$ cat src/rtl/ig_pkg.sv
// Shared constants, state encoding and the pixel-difference helper for the
// image gradient sequencer.
package ig_pkg;

    localparam int IMG_W_DEF = 256;
    localparam int IMG_H_DEF = 256;
    localparam int ADDR_W    = 16;
    localparam int PIX_W     = 8;
    localparam int GRAD_W    = 10;

    typedef enum logic [1:0] {
        ST_IDLE  = 2'd0,
        ST_READ  = 2'd1,
        ST_FLUSH = 2'd2,
        ST_DONE  = 2'd3
    } state_e;

    // 9-bit signed a-b, sign-extended to the gradient field; cannot wrap.
    function automatic logic [GRAD_W-1:0] pix_diff(input logic [PIX_W-1:0] a,
                                                   input logic [PIX_W-1:0] b);
        logic [PIX_W:0] d;
        d = {1'b0, a} - {1'b0, b};
        return {{(GRAD_W-PIX_W-1){d[PIX_W]}}, d};
    endfunction

endpackage

$ cat src/rtl/ig_line_buf.sv
// One-row pixel store: synchronous read, one write per cycle, a read and a
// write to the same index in one cycle returns the old value.
module ig_line_buf
    import ig_pkg::*;
#(
    parameter int DEPTH = IMG_W_DEF,
    parameter int IDX_W = (DEPTH > 1) ? $clog2(DEPTH) : 1
) (
    input  logic             clk_i,
    input  logic             rd_en_i,
    input  logic [IDX_W-1:0] rd_idx_i,
    output logic [PIX_W-1:0] rd_data_o,
    input  logic             wr_en_i,
    input  logic [IDX_W-1:0] wr_idx_i,
    input  logic [PIX_W-1:0] wr_data_i
);

    logic [PIX_W-1:0] mem_q [DEPTH];
    logic [PIX_W-1:0] rd_data_q;

    always_ff @(posedge clk_i) begin
        if (rd_en_i) begin
            rd_data_q <= mem_q[rd_idx_i];
        end
        if (wr_en_i) begin
            mem_q[wr_idx_i] <= wr_data_i;
        end
    end

    assign rd_data_o = rd_data_q;

endmodule

$ cat src/rtl/ig_seq_ctrl.sv
// Streams a raster image in, emits forward-difference gradients {Gx,Gy} for
// every pixel in ascending address order using a single line buffer.
//   state    | meaning
//   ST_IDLE  | waiting for start after reset
//   ST_READ  | issuing image reads, one address per cycle
//   ST_FLUSH | pipeline drain plus last row emitted from the line buffer
//   ST_DONE  | frame complete, done held until the next start
module ig_seq_ctrl
    import ig_pkg::*;
#(
    parameter int IMG_W = IMG_W_DEF,
    parameter int IMG_H = IMG_H_DEF
) (
    input  logic                  clk_i,
    input  logic                  rst_n_i,
    input  logic                  start_i,
    output logic                  busy_o,
    output logic                  done_o,
    output logic                  img_rd_o,
    output logic [ADDR_W-1:0]     img_addr_o,
    input  logic [PIX_W-1:0]      img_di_i,
    output logic                  grad_wr_o,
    output logic [ADDR_W-1:0]     grad_addr_o,
    output logic [2*GRAD_W-1:0]   grad_do_o
);

    localparam int IDX_W = (IMG_W > 1) ? $clog2(IMG_W) : 1;
    localparam logic [ADDR_W-1:0] LAST_X    = ADDR_W'(IMG_W - 1);
    localparam logic [ADDR_W-1:0] LAST_Y    = ADDR_W'(IMG_H - 1);
    localparam logic [ADDR_W-1:0] VIRT_Y    = ADDR_W'(IMG_H);
    localparam logic [ADDR_W-1:0] LAST_ADDR = ADDR_W'(IMG_W * IMG_H - 1);
    localparam logic [ADDR_W-1:0] ONE       = ADDR_W'(1);

    state_e state_q, state_d;

    logic [ADDR_W-1:0]   ix_q, iy_q, img_addr_q;
    logic [ADDR_W-1:0]   ax_q, ay_q, wr_cnt_q, grad_addr_q;
    logic                av_q, grad_wr_q;
    logic [PIX_W-1:0]    top_q, rd_data;
    logic [2*GRAD_W-1:0] grad_do_q;
    logic [GRAD_W-1:0]   gx, gy;
    logic                accept, iss_act, emit;
    logic [IDX_W-1:0]    rd_idx;

    assign accept  = start_i && (state_q == ST_IDLE || state_q == ST_DONE);
    // Issue stage keeps running through one virtual row (y == IMG_H) so the
    // last real row is read back out of the line buffer with Gy forced to 0.
    assign iss_act = (state_q == ST_READ) || (state_q == ST_FLUSH && iy_q == VIRT_Y);
    assign emit    = av_q && (ay_q != '0);
    assign rd_idx  = (ix_q == LAST_X) ? '0 : IDX_W'(ix_q + ONE);

    // rd_data is p(x+1,y-1) and top_q is p(x,y-1) while p(x,y) is on img_di.
    assign gx = (ax_q == LAST_X) ? '0 : pix_diff(rd_data, top_q);
    assign gy = (ay_q == VIRT_Y) ? '0 : pix_diff(img_di_i, top_q);

    ig_line_buf #(.DEPTH(IMG_W), .IDX_W(IDX_W)) u_line_buf (
        .clk_i     (clk_i),
        .rd_en_i   (iss_act),
        .rd_idx_i  (rd_idx),
        .rd_data_o (rd_data),
        .wr_en_i   (av_q && (ay_q != VIRT_Y)),
        .wr_idx_i  (IDX_W'(ax_q)),
        .wr_data_i (img_di_i)
    );

    always_comb begin
        state_d = state_q;
        case (state_q)
            ST_IDLE, ST_DONE: if (start_i) state_d = ST_READ;
            ST_READ:          if (ix_q == LAST_X && iy_q == LAST_Y) state_d = ST_FLUSH;
            ST_FLUSH:         if (grad_wr_q && grad_addr_q == LAST_ADDR) state_d = ST_DONE;
            default:          state_d = ST_IDLE;
        endcase
    end

    always_ff @(posedge clk_i or negedge rst_n_i) begin
        if (!rst_n_i) begin
            state_q     <= ST_IDLE;
            ix_q        <= '0;
            iy_q        <= '0;
            img_addr_q  <= '0;
            ax_q        <= '0;
            ay_q        <= '0;
            av_q        <= 1'b0;
            top_q       <= '0;
            wr_cnt_q    <= '0;
            grad_wr_q   <= 1'b0;
            grad_addr_q <= '0;
            grad_do_q   <= '0;
        end else begin
            state_q   <= state_d;
            av_q      <= iss_act;
            ax_q      <= ix_q;
            ay_q      <= iy_q;
            top_q     <= rd_data;
            grad_wr_q <= emit;
            if (emit) begin
                grad_addr_q <= wr_cnt_q;
                wr_cnt_q    <= wr_cnt_q + ONE;
                grad_do_q   <= {gx, gy};
            end
            if (accept) begin
                ix_q        <= '0;
                iy_q        <= '0;
                img_addr_q  <= '0;
                wr_cnt_q    <= '0;
                grad_addr_q <= '0;
            end else if (iss_act) begin
                if (ix_q == LAST_X) begin
                    ix_q <= '0;
                    iy_q <= iy_q + ONE;
                end else begin
                    ix_q <= ix_q + ONE;
                end
                if (state_q == ST_READ && img_addr_q != LAST_ADDR) begin
                    img_addr_q <= img_addr_q + ONE;
                end
            end
        end
    end

    assign busy_o      = (state_q == ST_READ) || (state_q == ST_FLUSH);
    assign done_o      = (state_q == ST_DONE);
    assign img_rd_o    = (state_q == ST_READ);
    assign img_addr_o  = img_addr_q;
    assign grad_wr_o   = grad_wr_q;
    assign grad_addr_o = grad_addr_q;
    assign grad_do_o   = grad_do_q;

endmodule

$ cat config.mk
export PLATFORM = sky130hd
export DESIGN_NAME = ig_seq_ctrl
export DESIGN_NICKNAME = d
export VERILOG_FILES = /design/src/rtl/ig_pkg.sv /design/src/rtl/ig_line_buf.sv /design/src/rtl/ig_seq_ctrl.sv
export SDC_FILE = /design/constraint.sdc
export NUM_CORES = 2
export LEC_CHECK = 0
export ABC_CLOCK_PERIOD_IN_PS = 3760
export CORE_AREA = 2 2 423 425
export CTS_BUF_LIST = sky130_fd_sc_hd__clkbuf_2
export DETAILED_ROUTE_END_ITERATION = 10
export DIE_AREA = 0 0 425 427
export PLACE_DENSITY_LB_ADDON = 0.05
export SYNTH_ARGS = -nofsm -noshare
export SYNTH_HDL_FRONTEND = slang
export SYNTH_SLANG_ARGS = --single-unit
$ cat constraint.sdc
create_clock -name clk_i -period 3.76 [get_ports clk_i]
set_clock_uncertainty 0.2 [all_clocks]
set_input_delay 0.376 -clock clk_i [delete_from_list [all_inputs] [get_ports clk_i]]
set_output_delay 0.376 -clock clk_i [all_outputs]
set_load 0.01 [all_outputs]
==> impl_metrics.toml <==
[critical_path]
critical_path.top_delay_family = "compound AO/OA/AOI/OAI gates"
cp_data_arrival_time_ps = 5600
cp_num_buf_inv = 5
start_kind = "flip-flop"
r2r-start = "ix_q[15]$_DFFE_PN0P_"
end_kind = "flip-flop"
worst-setup-path-type = "flip-flop to flip-flop"
cpMostUsedCell = "buf_6"
critPathMaxStageDelay_ps = 570
path_cells = "or4_4 > o41ai_4 > buf_6 > buf_12 > clkbuf_16 > buf_8 > mux4_2 > o211ai_1 > a221oi_2 > a211oi_4 > buf_6 > a311oi_4 > a31o_2"
cp_max_fo = 6
crit_start = "ix_q[15]$_DFFE_PN0P_"
r2r_slack_ps = -380
crit_required_ps = 5220
cpMaxStageDelayCell = "or4_4"

[sta]
maxSlewHeadroom_pct = 11.7
hold_violations = 0
fin_ws_ps = -383
rsz0062_at_grt = "true"
setup-violations-final = 8
worst_pin_slew_ps = 1330
setup-tns-final_ps = -2530
finalMaxSlewViolations = 0
post-route-min-period_ps = 4140
clock.fmax_mhz = 241
finalCritPeriodShare_pct = 110

[yosys]
syn_area_um2 = 87900
synthFlopType = "edfxtp_1"
synth_compound_area_share_pct = 7.96
synth_fa_ha_area_share_pct = 0.401
synth_edf_count = 2056
seq_area_frac_synth_pct = 74.2
yosys_warnings = 0
synth_simple_gate_area_share_pct = 6.79
syn_inst = 5478
syn-num-nets = 5516
synth_area_leaders = "edfxtp_1 70%, mux4_2 4.7%, dfrtp_1 4.0%"
avgSynthCellArea_um2 = 16.1
post-synth-top-count-cell = "edfxtp_1"
synth_top_family_by_area = "compound AO/OA/AOI/OAI gates"
synthXorXnorAreaFrac_pct = 0.578
synthArstFlopShare_pct = 6.46
synthMuxAreaShare_pct = 7.62
synth_area_leader_cell = "edfxtp_1"
synthTopCellsByCount = "2056 x edfxtp_1, 535 x nand2_1, 444 x nor2_1, 227 x a21oi_1, 191 x o21ai_0"
yosys_register_bits = 2198
yosys.area.top_type_share_pct = 70.2
synth_cell_types = 80

[clock_tree]
root_buffer = "clkbuf_2"
cts_tree = "built"
clock_path_buffers = 4
clkSinkCount = 2198
cts_buffers = 585
clk_latency_ps = 1880
htreeDepth = 6
path_clk_slew_ps = 100

[die]
die_height_um = 427
die_area_um2 = 181000
row_count = 155
coreArea_um2 = 177000
start_util_pct = 49.6
die_w_um = 425
ios = 67

[placed_design]
place_ws_ps = -944
dp_hpwl_um = 184000
gp_congestion = 0.891
numPortBuffers = 66

[grt]
grt_max_degree = 139
grt_pass1_wl_um = 408000
grt_usage_pct = 31.7
grt_overflow_total = 0
grt_pass1_vias = 55600
antenna_found_initial = 17

[outcome]
violations = "negative setup slack"
status = "complete, but fails checks"

[finish]
fill_cells = 14100
drive_above_1_share_pct = 30.0
nets = 6602
final_util_pct = 58.3
multi_input_area_um2 = 21700
syn_to_final_growth_pct = 17.5
register_area_um2 = 65300

[min_path]
hp-start = "iy_q[12]$_DFFE_PN0P_"
hold_path_class = "flip-flop to flip-flop"

[pwr]
p_per_area_nw_per_um2 = 659
peakVddDrop_mv = 0.415
total_power_mw = 68.1
p_leak_nw = 35.5

[route]
dr_total_vias = 56900
first_pass_iters = 5
routed_via_density = 6.14
drcViolationCount = 0
totalWireLength_um = 288000
ant_nets = 0
wl_per_cell_um = 31.0
drtIter0Drc = 6460

[flow_run]
drv_cap = 0
cell usage in the layout (no fill, tap or decap), types with 30 or more instances in the layout:
master / n
a211oi_1: 34
a21oi_1: 216
a221oi_1: 46
a31oi_1: 59
buf_12: 96
buf_4: 624
buf_6: 30
clkbuf_2: 839
clkdlybuf4s50_1: 54
clkinv_1: 71
dfrtp_1: 141
dlygate4sd3_1: 30
edfxtp_1: 2056
mux2i_1: 166
mux4_2: 196
nand2_1: 521
nand3_1: 160
nor2_1: 438
nor3_1: 66
o211ai_1: 98
o21ai_0: 184
o221ai_1: 80
or3_1: 41
xor2_1: 34
kinds of logic (layout without fill, tap and decap cells):
| group | after synthesis | count (layout) |
|---|---|---|
| other | 0 | 6 |
| adders and majority gates | 27 | 27 |
| AOI/OAI and AO/OA | 1015 | 1015 |
| buffers and inverters | 396 | 1836 |
| xor gates and xnor gates | 58 | 58 |
| and+or+nand+nor | 1388 | 1388 |
| muxes | 396 | 396 |
| DFF | 2198 | 2198 |
flip-flops by register name, indices dropped and copies added, names as in the netlist:
name                  count
grad_addr_o              16
grad_wr_o                 1
ay_q                     16
iy_q                     16
top_q                     8
img_addr_o               16
u_line_buf.rd_data_o      8
ax_q                     16
u_line_buf.mem_q       2048
ix_q                     16
av_q                      1
grad_do_o                18
state_q                   2
wr_cnt_q                 16
cell type report:
class | count | share of cell area [%]
diodes | 6 | 0.0145
clock buffers | 839 | 4.06
clock inverters | 102 | 0.585
inverters | 28 | 0.107
multi-input cells | 2884 | 21.0
flip-flops and latches | 2198 | 63.2
well taps | 2355 | 2.85
repair buffers | 867 | 8.16
repair_timing:
item                        CTS  global route
resized for setup           156           123
buffers inserted             22            22
hold buffers                 36             0
gates cloned                  5             2
hold endpoints to repair   2281             0
setup endpoints to repair    11             8
pin swaps                    39            51
worst register-to-register path: cells and delay by family, from the launching register on:
family | cells | cell delay (ps)
AOI/OAI and AO/OA | 6 | 1460
buffers and inverters | 5 | 830
and+or+nand+nor | 1 | 570
muxes | 1 | 490
DFF | 1 | 390
per-layer routing:
| metal | vias up | share of wire [%] | global-route usage (%) |
|---|---|---|---|
| li1 | 24100 | - | - |
| met3 | 512 | 9.2 | 6.61 |
| met5 | - | 0.036 | 0 |
| met1 | 29200 | 41 | 44.7 |
| met4 | 16 | 3.7 | 12.1 |
| met2 | 3047 | 46 | 48.6 |
worst paths after layout:
path | end | depth (start not counted)
min in group asynchronous | img_addr_o[14]$_DFFE_PN0P_ | 6
min reg2reg | ay_q[12]$_DFF_PN0_ | 0
max reg2reg | u_line_buf.rd_data_o[5]$_DFFE_PP_ | 13
min | ay_q[12]$_DFF_PN0_ | 0
max | u_line_buf.rd_data_o[5]$_DFFE_PP_ | 13
max in group asynchronous | grad_do_o[10]$_DFFE_PN0P_ | 7
metrics by stage:
step	cell area, um^2	cells	hold WS, ps
global route	103000	9277	152
global placement	96300	8253	213
CTS	103000	9256	19.9
finish	103000	9279	234
floorplan	87900	5478	-120
detailed placement	96300	8253	213
report_power, final:
part / switching (mW) / internal [mW] / total (mW) / leakage [nW]
Clock: 9.67 / 6.40 / 16.1 / 3.80
Combinational: 14.7 / 9.97 / 24.6 / 11.3
Sequential: 0.327 / 27.1 / 27.4 / 20.4
Power figures use the tool's default switching activity.
